`src/rtl/pdm_capture_pkg.sv`:
```
// Shared constants for the PDM capture front end and the CIC stage behind it.
package pdm_capture_pkg;

  localparam int unsigned N_CH             = 8;
  localparam int unsigned DEF_HALF_DIV     = 6;
  localparam int unsigned DEF_SAMPLE_PHASE = 10;
  localparam int unsigned DEF_WORD         = 16;

  // Per-cycle decision taken by the output register
  typedef enum logic [1:0] {
    XFER_IDLE,
    XFER_LOAD,
    XFER_DROP,
    XFER_CONSUME
  } xfer_e;

endpackage

```
`src/rtl/pdm_capture_if.sv`:
```
// Word-set hand-off from the PDM capture block to the downstream CIC stage.
interface pdm_capture_if
  import pdm_capture_pkg::*;
#(
  parameter int unsigned WORD = DEF_WORD
);

  logic [N_CH*WORD-1:0] out_data;
  logic                 out_valid;
  logic                 out_ready;

  modport master (output out_data, output out_valid, input out_ready);
  modport slave  (input out_data, input out_valid, output out_ready);

endinterface

```
`src/rtl/pdm_shift_lane.sv`:
```
// One microphone channel: shift register with the newest PDM bit entering at the LSB.
module pdm_shift_lane
  import pdm_capture_pkg::*;
#(
  parameter int unsigned WORD = DEF_WORD
) (
  input  logic            clk,
  input  logic            clear,
  input  logic            shift,
  input  logic            bit_in,
  output logic [WORD-1:0] shift_next
);

  logic [WORD-1:0] shift_q;

  // The completed word must include the bit of the completing strobe.
  assign shift_next = {shift_q[WORD-2:0], bit_in};

  always_ff @(posedge clk) begin
    if (clear) begin
      shift_q <= '0;
    end else if (shift) begin
      shift_q <= shift_next;
    end
  end

endmodule

```
`src/rtl/pdm_capture.sv`:
```
// 8-channel PDM capture: pdm_clk generation, din synchronisation, bit packing
// and a one-deep word-set register with overrun detection.
module pdm_capture
  import pdm_capture_pkg::*;
#(
  parameter int unsigned HALF_DIV     = DEF_HALF_DIV,
  parameter int unsigned SAMPLE_PHASE = DEF_SAMPLE_PHASE,
  parameter int unsigned WORD         = DEF_WORD
) (
  input  logic              clk,
  input  logic              reset,
  input  logic              enable,
  input  logic [N_CH-1:0]   din,
  output logic              pdm_clk,
  pdm_capture_if.master     cic_bus,
  output logic              overrun,
  input  logic              clear_overrun
);

  localparam int unsigned PERIOD = 2 * HALF_DIV;
  localparam int unsigned CNT_W  = $clog2(PERIOD);
  localparam int unsigned BIT_W  = $clog2(WORD);

  localparam logic [CNT_W-1:0] CNT_LAST   = CNT_W'(PERIOD - 1);
  localparam logic [CNT_W-1:0] CNT_HIGH   = CNT_W'(HALF_DIV);
  localparam logic [CNT_W-1:0] CNT_SAMPLE = CNT_W'(SAMPLE_PHASE);
  localparam logic [BIT_W-1:0] BIT_LAST   = BIT_W'(WORD - 1);

  logic [CNT_W-1:0]     div_cnt;
  logic [CNT_W-1:0]     div_next;
  logic [BIT_W-1:0]     bit_cnt;
  logic [N_CH-1:0]      din_meta;
  logic [N_CH-1:0]      din_sync;
  logic                 strobe;
  logic                 word_done;
  logic                 lane_clear;
  logic [N_CH*WORD-1:0] word_set;
  xfer_e                xfer;

  // Deliberately unreset: the synchronizer only has to flush, not initialise.
  always_ff @(posedge clk) begin
    din_meta <= din;
    din_sync <= din_meta;
  end

  assign div_next   = (div_cnt == CNT_LAST) ? '0 : div_cnt + CNT_W'(1);
  assign strobe     = enable && (div_cnt == CNT_SAMPLE);
  assign word_done  = strobe && (bit_cnt == BIT_LAST);
  assign lane_clear = reset || !enable;

  // pdm_clk is registered from div_next so it always matches the live count.
  always_ff @(posedge clk) begin
    if (lane_clear) begin
      div_cnt <= '0;
      pdm_clk <= 1'b0;
      bit_cnt <= '0;
    end else begin
      div_cnt <= div_next;
      pdm_clk <= (div_next >= CNT_HIGH);
      if (strobe) begin
        bit_cnt <= word_done ? '0 : bit_cnt + BIT_W'(1);
      end
    end
  end

  for (genvar ch = 0; ch < N_CH; ch++) begin : g_lane
    pdm_shift_lane #(
      .WORD (WORD)
    ) u_lane (
      .clk        (clk),
      .clear      (lane_clear),
      .shift      (strobe),
      .bit_in     (din_sync[ch]),
      .shift_next (word_set[ch*WORD +: WORD])
    );
  end

  always_comb begin
    xfer = XFER_IDLE;
    if (word_done) begin
      xfer = (!cic_bus.out_valid || cic_bus.out_ready) ? XFER_LOAD : XFER_DROP;
    end else if (cic_bus.out_valid && cic_bus.out_ready) begin
      xfer = XFER_CONSUME;
    end
  end

  always_ff @(posedge clk) begin
    if (reset) begin
      cic_bus.out_data  <= '0;
      cic_bus.out_valid <= 1'b0;
      overrun           <= 1'b0;
    end else begin
      unique case (xfer)
        XFER_LOAD: begin
          cic_bus.out_data  <= word_set;
          cic_bus.out_valid <= 1'b1;
        end
        XFER_CONSUME: cic_bus.out_valid <= 1'b0;
        XFER_DROP:    ;
        XFER_IDLE:    ;
      endcase
      if (xfer == XFER_DROP) begin
        overrun <= 1'b1;
      end else if (clear_overrun) begin
        overrun <= 1'b0;
      end
    end
  end

endmodule

```
`src/flat_wrapper.sv`:
```
// flat-port wrapper written by rule: the top's interface ports become plain ports
module pdm_capture_flat import pdm_capture_pkg::*;
#(
  parameter int unsigned HALF_DIV     = DEF_HALF_DIV,
  parameter int unsigned SAMPLE_PHASE = DEF_SAMPLE_PHASE,
  parameter int unsigned WORD         = DEF_WORD
)
  (clk, reset, enable, din, pdm_clk, overrun, clear_overrun, cic_bus_out_data, cic_bus_out_valid, cic_bus_out_ready);
  pdm_capture_if #(.WORD(WORD)) cic_bus_i ();
  input  logic clk;
  input  logic reset;
  input  logic enable;
  input  logic [N_CH-1:0] din;
  output logic pdm_clk;
  output logic overrun;
  input  logic clear_overrun;
  output wire logic [$bits(cic_bus_i.out_data)-1:0] cic_bus_out_data;
  output wire logic [$bits(cic_bus_i.out_valid)-1:0] cic_bus_out_valid;
  input wire logic [$bits(cic_bus_i.out_ready)-1:0] cic_bus_out_ready;
  assign cic_bus_out_data = cic_bus_i.out_data;
  assign cic_bus_out_valid = cic_bus_i.out_valid;
  assign cic_bus_i.out_ready = cic_bus_out_ready;
  pdm_capture #(.HALF_DIV(HALF_DIV), .SAMPLE_PHASE(SAMPLE_PHASE), .WORD(WORD)) u_core (.clk(clk), .reset(reset), .enable(enable), .din(din), .pdm_clk(pdm_clk), .cic_bus(cic_bus_i), .overrun(overrun), .clear_overrun(clear_overrun));
endmodule
```
`config.mk`:
```
export PLATFORM = sky130hd
export DESIGN_NAME = pdm_capture_flat
export DESIGN_NICKNAME = d
export VERILOG_FILES = /design/src/rtl/pdm_capture_pkg.sv /design/src/rtl/pdm_capture_if.sv /design/src/rtl/pdm_shift_lane.sv /design/src/rtl/pdm_capture.sv /design/src/flat_wrapper.sv
export SDC_FILE = /design/constraint.sdc
export NUM_CORES = 1
export LEC_CHECK = 0
export CAP_MARGIN = 20
export CORE_UTILIZATION = 35
export DETAILED_ROUTE_END_ITERATION = 10
export MAX_ROUTING_LAYER = met4
export PLACE_DENSITY = 0.62
export SYNTH_ARGS = -nofsm -noshare
export SYNTH_HDL_FRONTEND = slang
export SYNTH_HIERARCHICAL = 1
export SYNTH_SLANG_ARGS = --single-unit
```
`constraint.sdc`:
```
create_clock -name clk -period 7.1 [get_ports clk]
set_input_delay 1.42 -clock clk [delete_from_list [all_inputs] [get_ports clk]]
set_output_delay 1.42 -clock clk [all_outputs]
set_load 0.01 [all_outputs]
```
# [Yosys cells after proc, flatten, opt, wreduce, memory -nomap -nowiden]
# Cells that the tools add are included.
[word_totals] ff_bits=275 latch_bits=0 ramBits=0 romBits=0 inputBits=13 out_inout_bits=131 word_cells=42 n_memories=0
[op_classes] add_sub_neg=2 n_mul=0 n_div=0 n_lt_le_gt_ge=1 eq_ne=6 shift=0 muxes=8 bitwise_logic=0 n_reduce_logical=9
[ops] cell="4-bit equality test, second input constant" n=3
[ops] cell="4-bit by 1-bit adder with 4-bit output, second input constant" n=2
[ops] cell="4-bit two-way mux" n=2
[ops] cell="2-bit two-way mux" n=3
[ops] cell="2-bit equality test, second input constant" n=2
[ops] cell="4-bit by 3-bit >= comparator with 1-bit output, second input constant" n=1
[ops] cell="2-bit nonzero test" n=2
[ops] cell="1-bit logical AND" n=3
[ops] cell="2-bit by 1-bit equality test with 1-bit output, second input constant" n=1
[ops] cell="1-bit zero test" n=2
[ops] cell="1-bit logical OR" n=2
[ops] cell="1-bit two-way mux" n=2
[ops] cell="1-bit case mux with 2 select lines" n=1

# [Longest topological paths before layout]
[logic_depth] depth_word=6 ltp_mapped=8 ltp_nobuf=7

# [Modules after synthesis]
# Netlist, hierarchy kept.
[modules_own_cells] mod="pdm_capture" n_inst=1 cells_per_inst=634 area_per_inst_um2=5313.8 seq_area_each_um2=3103.0
[modules_own_cells] mod="pdm_shift_lane" n_inst=8 cells_per_inst=49 area_per_inst_um2=549.3 seq_area_each_um2=300.3

# [Least setup slack after synthesis]
# OpenSTA, ideal clock, no wires.
[synth_path] kind="input to register" from="input reset" to="register u_core.g_lane[0].u_lane.shift_q[10]" setup_ns=0.128 arrival_ns=3.224 required_time_ns=6.972 slack_ns=3.748 cell_stages=5 path_buffers=3 path_cell_list="clkbuf_1 > nand2b_1 > clkbuf_1 > clkbuf_1 > nor2_1"
[synth_between] elab_chain_len=1
[synth_lines] element="start, declared" line_no="flat_wrapper.sv:11" rtl="input logic reset;"
[synth_lines] element="1-bit logical OR" line_no="pdm_capture.sv:49" rtl="assign lane_clear = reset || !enable;"
[synth_lines] element="via u_core.lane_clear" line_no="pdm_capture.sv:36" rtl="logic lane_clear;"
[synth_lines] element="end signal, assigned" line_no="pdm_shift_lane.sv:23" rtl="shift_q <= shift_next;"
[synth_lines] element="end, declared" line_no="pdm_shift_lane.sv:14" rtl="logic [WORD-1:0] shift_q;"
# The timed path passes the listed nets, and every way through them passes these cells.
# A chain may end at the register's enable or synchronous reset.

# [Worst setup path in the final report]
[layout_path] from="input enable" to="register u_core.g_lane[7].u_lane.shift_q[1]"
[layout_between] elab_cells_between_ends=3 cone_classes="reduce/logical: 3"
[layout_rtl] element="start, declared" line_no="flat_wrapper.sv:12" rtl="input logic enable;"
[layout_rtl] element="1-bit logical AND" line_no="pdm_capture.sv:47" rtl="assign strobe = enable && (div_cnt == CNT_SAMPLE);"
[layout_rtl] element="via u_core.strobe" line_no="pdm_capture.sv:34" rtl="logic strobe;"
[layout_rtl] element="end signal, assigned" line_no="pdm_shift_lane.sv:23"
[layout_rtl] element="end, declared" line_no="pdm_shift_lane.sv:14"
# The timed path passes the listed nets, and every way through them passes these cells.

==> impl_table.tex <==
\begin{tabular}{lr}
\hline
Metric & Value \\
\hline
\multicolumn{2}{l}{\textbf{Status}} \\
Result of the run & finished, final reports clean \\
\multicolumn{2}{l}{\textbf{Floorplan}} \\
Die X-Extent & 169 µm \\
Floorplan Core Area & roughly 0.027 mm² \\
Floorplan row count & 60 \\
Number of top-level pins & $\sim$140 \\
Die height & approximately 170 µm \\
Die outline area & around 0.028 mm² \\
Initial core utilization & 35.8\% \\
\multicolumn{2}{l}{\textbf{Timing}} \\
Max-slew headroom at the worst pin & 30.9\% \\
Pin slew with the least headroom to its limit & 1.04 ns \\
Peak Freq & $\sim$270 MHz \\
Final-report max-slew violation count & 0 \\
Summed negative setup slack over all endpoints & 0 ns \\
Final Cycle Share & between 50\% and 60\% \\
Layout Skew & 0.0147 ns \\
Post-layout worst setup margin & about 3.4 ns \\
Fin. Hold Viols & 0 \\
Tightest hold margin & $\sim$0.33 ns \\
Post-route minimum period & $\sim$3.7 ns \\
Setup repair after global routing missed its margin & false \\
Count of endpoints failing setup in the final report & 0 \\
\multicolumn{2}{l}{\textbf{Pwr}} \\
IR Drop Worst-Case VDD & between 0.15 and 0.2 mV \\
Total power per unit cell area & around 250 mW/mm² \\
Leakage & $\sim$3.8 nW \\
\multicolumn{2}{l}{\textbf{Clocking}} \\
Htree depth & 1 \\
Post-cts repair resize count & 0 \\
Clock sink count & about 280 \\
Setup Buffers After CTS & 0 \\
TritonCTS Buffers & 29 \\
Clock transition at the registers of the reported paths & 0.06 ns \\
Number of buffers between clock root and the deepest sink & 3 \\
Clock tree from TritonCTS & yes \\
Clock latency at the later pin of the worst-skew pair & 0.54 ns \\
Root buffer cell & sky130\_fd\_sc\_hd\_\_clkbuf\_16 \\
Hold Buf Count CTS & 0 \\
\multicolumn{2}{l}{\textbf{GRT}} \\
First-pass GRT wire length & between 30,000 and 40,000 µm \\
Vias in the first global route & $\sim$6,600 \\
Pin count of the biggest net entering global routing & slightly below 90 \\
Number of antenna violations at the first check in global routing & 0 \\
Remaining global-route overflow & 0 \\
Global routing usage summed across all routing layers & between 10\% and 20\% \\
\multicolumn{2}{l}{\textbf{Yosys}} \\
Synthesized netlist net count & $\sim$1,000 \\
Synth cell types & 24 \\
Cell count after synthesis & between 1,000 and 1,500 \\
Part of the Yosys area used for sequential elements & 56.7\% \\
Flip-flop and latch count after synthesis & approximately 280 \\
Area of the mapped netlist & approximately 0.0097 mm² \\
Total number of yosys warnings & 6 \\
Avg Cell Area, Syn & $\sim$9.5 µm² \\
\multicolumn{2}{l}{\textbf{Worst setup path}} \\
Worst setup path category & in2reg \\
Crit path launch type & input port \\
Maximum fanout count along the critical path & 88 \\
Endpoint class of the critical path & register \\
Internal reg-to-reg setup slack & 4.25 ns \\
Data required time at the worst endpoint & 7.50 ns \\
Worst path arrival time & about 4.1 ns \\
\multicolumn{2}{l}{\textbf{Drt}} \\
Routed wire per std cell & about 13 µm \\
DRT antenna net count & 0 \\
DR vias & between 6,000 and 7,000 \\
Number of remaining DRC errors & 0 \\
Router iterations before antenna repair & 4 \\
Drt first-iter violations & about 350 \\
Detailed-route vias per instance & roughly 4.5 \\
Post-detailed-routing wire length & 19,500 µm \\
\multicolumn{2}{l}{\textbf{Cells and area}} \\
Share of final-layout standard cells stronger than drive strength 1 & under 10\% \\
Total inserted antenna cells & 0 \\
Post-Route Utilization & between 40\% and 50\% \\
Layout overhead on the synthesized area & 23.2\% \\
Net count of the finished layout & roughly 1,100 \\
\multicolumn{2}{l}{\textbf{Job}} \\
Max\_cap viols & 0 \\
\multicolumn{2}{l}{\textbf{Placed design}} \\
Worst slack, placed & about 2.9 ns \\
Final RePlAce weighted congestion & 0.693 \\
Detailed-placement wirelength estimate & 11,400 µm \\
Number of port buffers & 143 \\
\multicolumn{2}{l}{\textbf{Hold path}} \\
Tightest Hold Check Type & reg2reg \\
\hline
\end{tabular}
metrics by stage:
stage	instance area, µm²	instances	power (mW)
finish	12000	1525	3.04
CTS	12000	1525	3.09
global placement	11000	1471	1.62
detailed placement	11000	1471	1.62
floorplan	9710	1026	1.61
global route	12000	1525	3.16
cell families after synthesis:
kind of cell             Yosys count  synth area share, %
AND/OR/NAND/NOR                  406                 16.1
multiplexers                     120                 12.4
buffers and inverters             81                 6.93
flip-flops                       275                 56.7
AO/OA/AOI/OAI                    139                 7.24
adder cells (fa/ha/maj)            4                0.516
XOR/XNOR                           1               0.0902
per-layer routing:
| layer | wire length, µm | up-vias | GRT usage [%] |
|---|---|---|---|
| li1 | - | 3536 | - |
| met1 | 9740 | 3135 | 18.4 |
| met2 | 8440 | 126 | 21.9 |
| met3 | 909 | 33 | 2.62 |
| met4 | 424 | 0 | 4.23 |
| met5 | 0 | - | - |
flip-flops by register name, indices dropped and copies added (netlist names):
register                      cells
u_core/din_sync                   8
u_core/din_meta                   8
u_core/g_lane.u_lane/shift_q    120
u_core/overrun                    1
u_core/cic_bus.out_data         128
u_core/cic_bus.out_valid          1
u_core/pdm_clk                    1
u_core/bit_cnt                    4
u_core/div_cnt                    4
power breakdown:
group / total, mW / internal [mW] / switching [mW] / leakage, nW
Sequential: 1.55 / 1.55 / 0.00248 / 2.22
Combinational: 0.0338 / 0.00821 / 0.0256 / 1.08
Clock: 1.45 / 0.864 / 0.588 / 0.475
critical path, cell delays in order:
cell and delay, ns:
sky130_fd_sc_hd__clkdlybuf4s50_1 0.55, sky130_fd_sc_hd__nand4b_2 0.27, sky130_fd_sc_hd__inv_6 0.78, sky130_fd_sc_hd__buf_4 0.67, sky130_fd_sc_hd__mux2i_1 0.26, sky130_fd_sc_hd__nor2_1 0.06
synth_stat cells, drive strengths merged:
library cell	count	area share [%]
buf	52	5.8
mux2i	120	12
nand3b	1	0.077
a31oi	1	0.064
nand2b	3	0.19
dfxtp	275	57
xor2	1	0.090
nand2	262	10
inv	5	0.19
a311oi	1	0.090
nor2b	3	0.19
ha	4	0.52
or3	3	0.19
nor2	129	5.0
o21ai	2	0.10
clkbuf	24	0.93
o21a	1	0.077
nand3	3	0.15
nand4b	1	0.15
nor3	1	0.052
a21oi	134	6.9
cell usage in the layout (no fill, tap or decap), types with 2 or more instances in the layout:
cell                              count
sky130_fd_sc_hd__inv_6                2
sky130_fd_sc_hd__buf_4                7
sky130_fd_sc_hd__mux2i_1            120
sky130_fd_sc_hd__inv_1                4
sky130_fd_sc_hd__clkbuf_16           29
sky130_fd_sc_hd__dfxtp_1            275
sky130_fd_sc_hd__clkbuf_1             6
sky130_fd_sc_hd__o21ai_0              2
sky130_fd_sc_hd__nand2_1            262
sky130_fd_sc_hd__clkinv_2             7
sky130_fd_sc_hd__clkbuf_8            11
sky130_fd_sc_hd__clkdlybuf4s50_1    142
sky130_fd_sc_hd__nand2b_1             2
sky130_fd_sc_hd__nand3_1              3
sky130_fd_sc_hd__a21oi_1            134
sky130_fd_sc_hd__ha_1                 4
sky130_fd_sc_hd__or3_1                2
sky130_fd_sc_hd__nor2_1             129
sky130_fd_sc_hd__nor2b_1              3
path summary, 6_finish.rpt:
kind                                start                                               to  cells past startpoint
min            u_core/din_meta[4]$_DFF_P_                       u_core/din_sync[4]$_DFF_P_                      0
max reg2reg  u_core/div_cnt[0]$_SDFF_PP0_  u_core/g_lane[7].u_lane/shift_q[1]$_SDFFE_PP0P_                      7
min reg2reg    u_core/din_meta[4]$_DFF_P_                       u_core/din_sync[4]$_DFF_P_                      0
max                                enable  u_core/g_lane[7].u_lane/shift_q[1]$_SDFFE_PP0P_                      6
final cells by class:
type,instances,area (µm²)
tap,372,465
sequential,275,5510
timing repair buffer,149,1470
clock inverter,8,43.8
inverter,5,23.8
fill,2640,15100
clock buffer,46,900
multi-input combinational,670,3550
No activity file was read; power rests on OpenSTA's default activity.
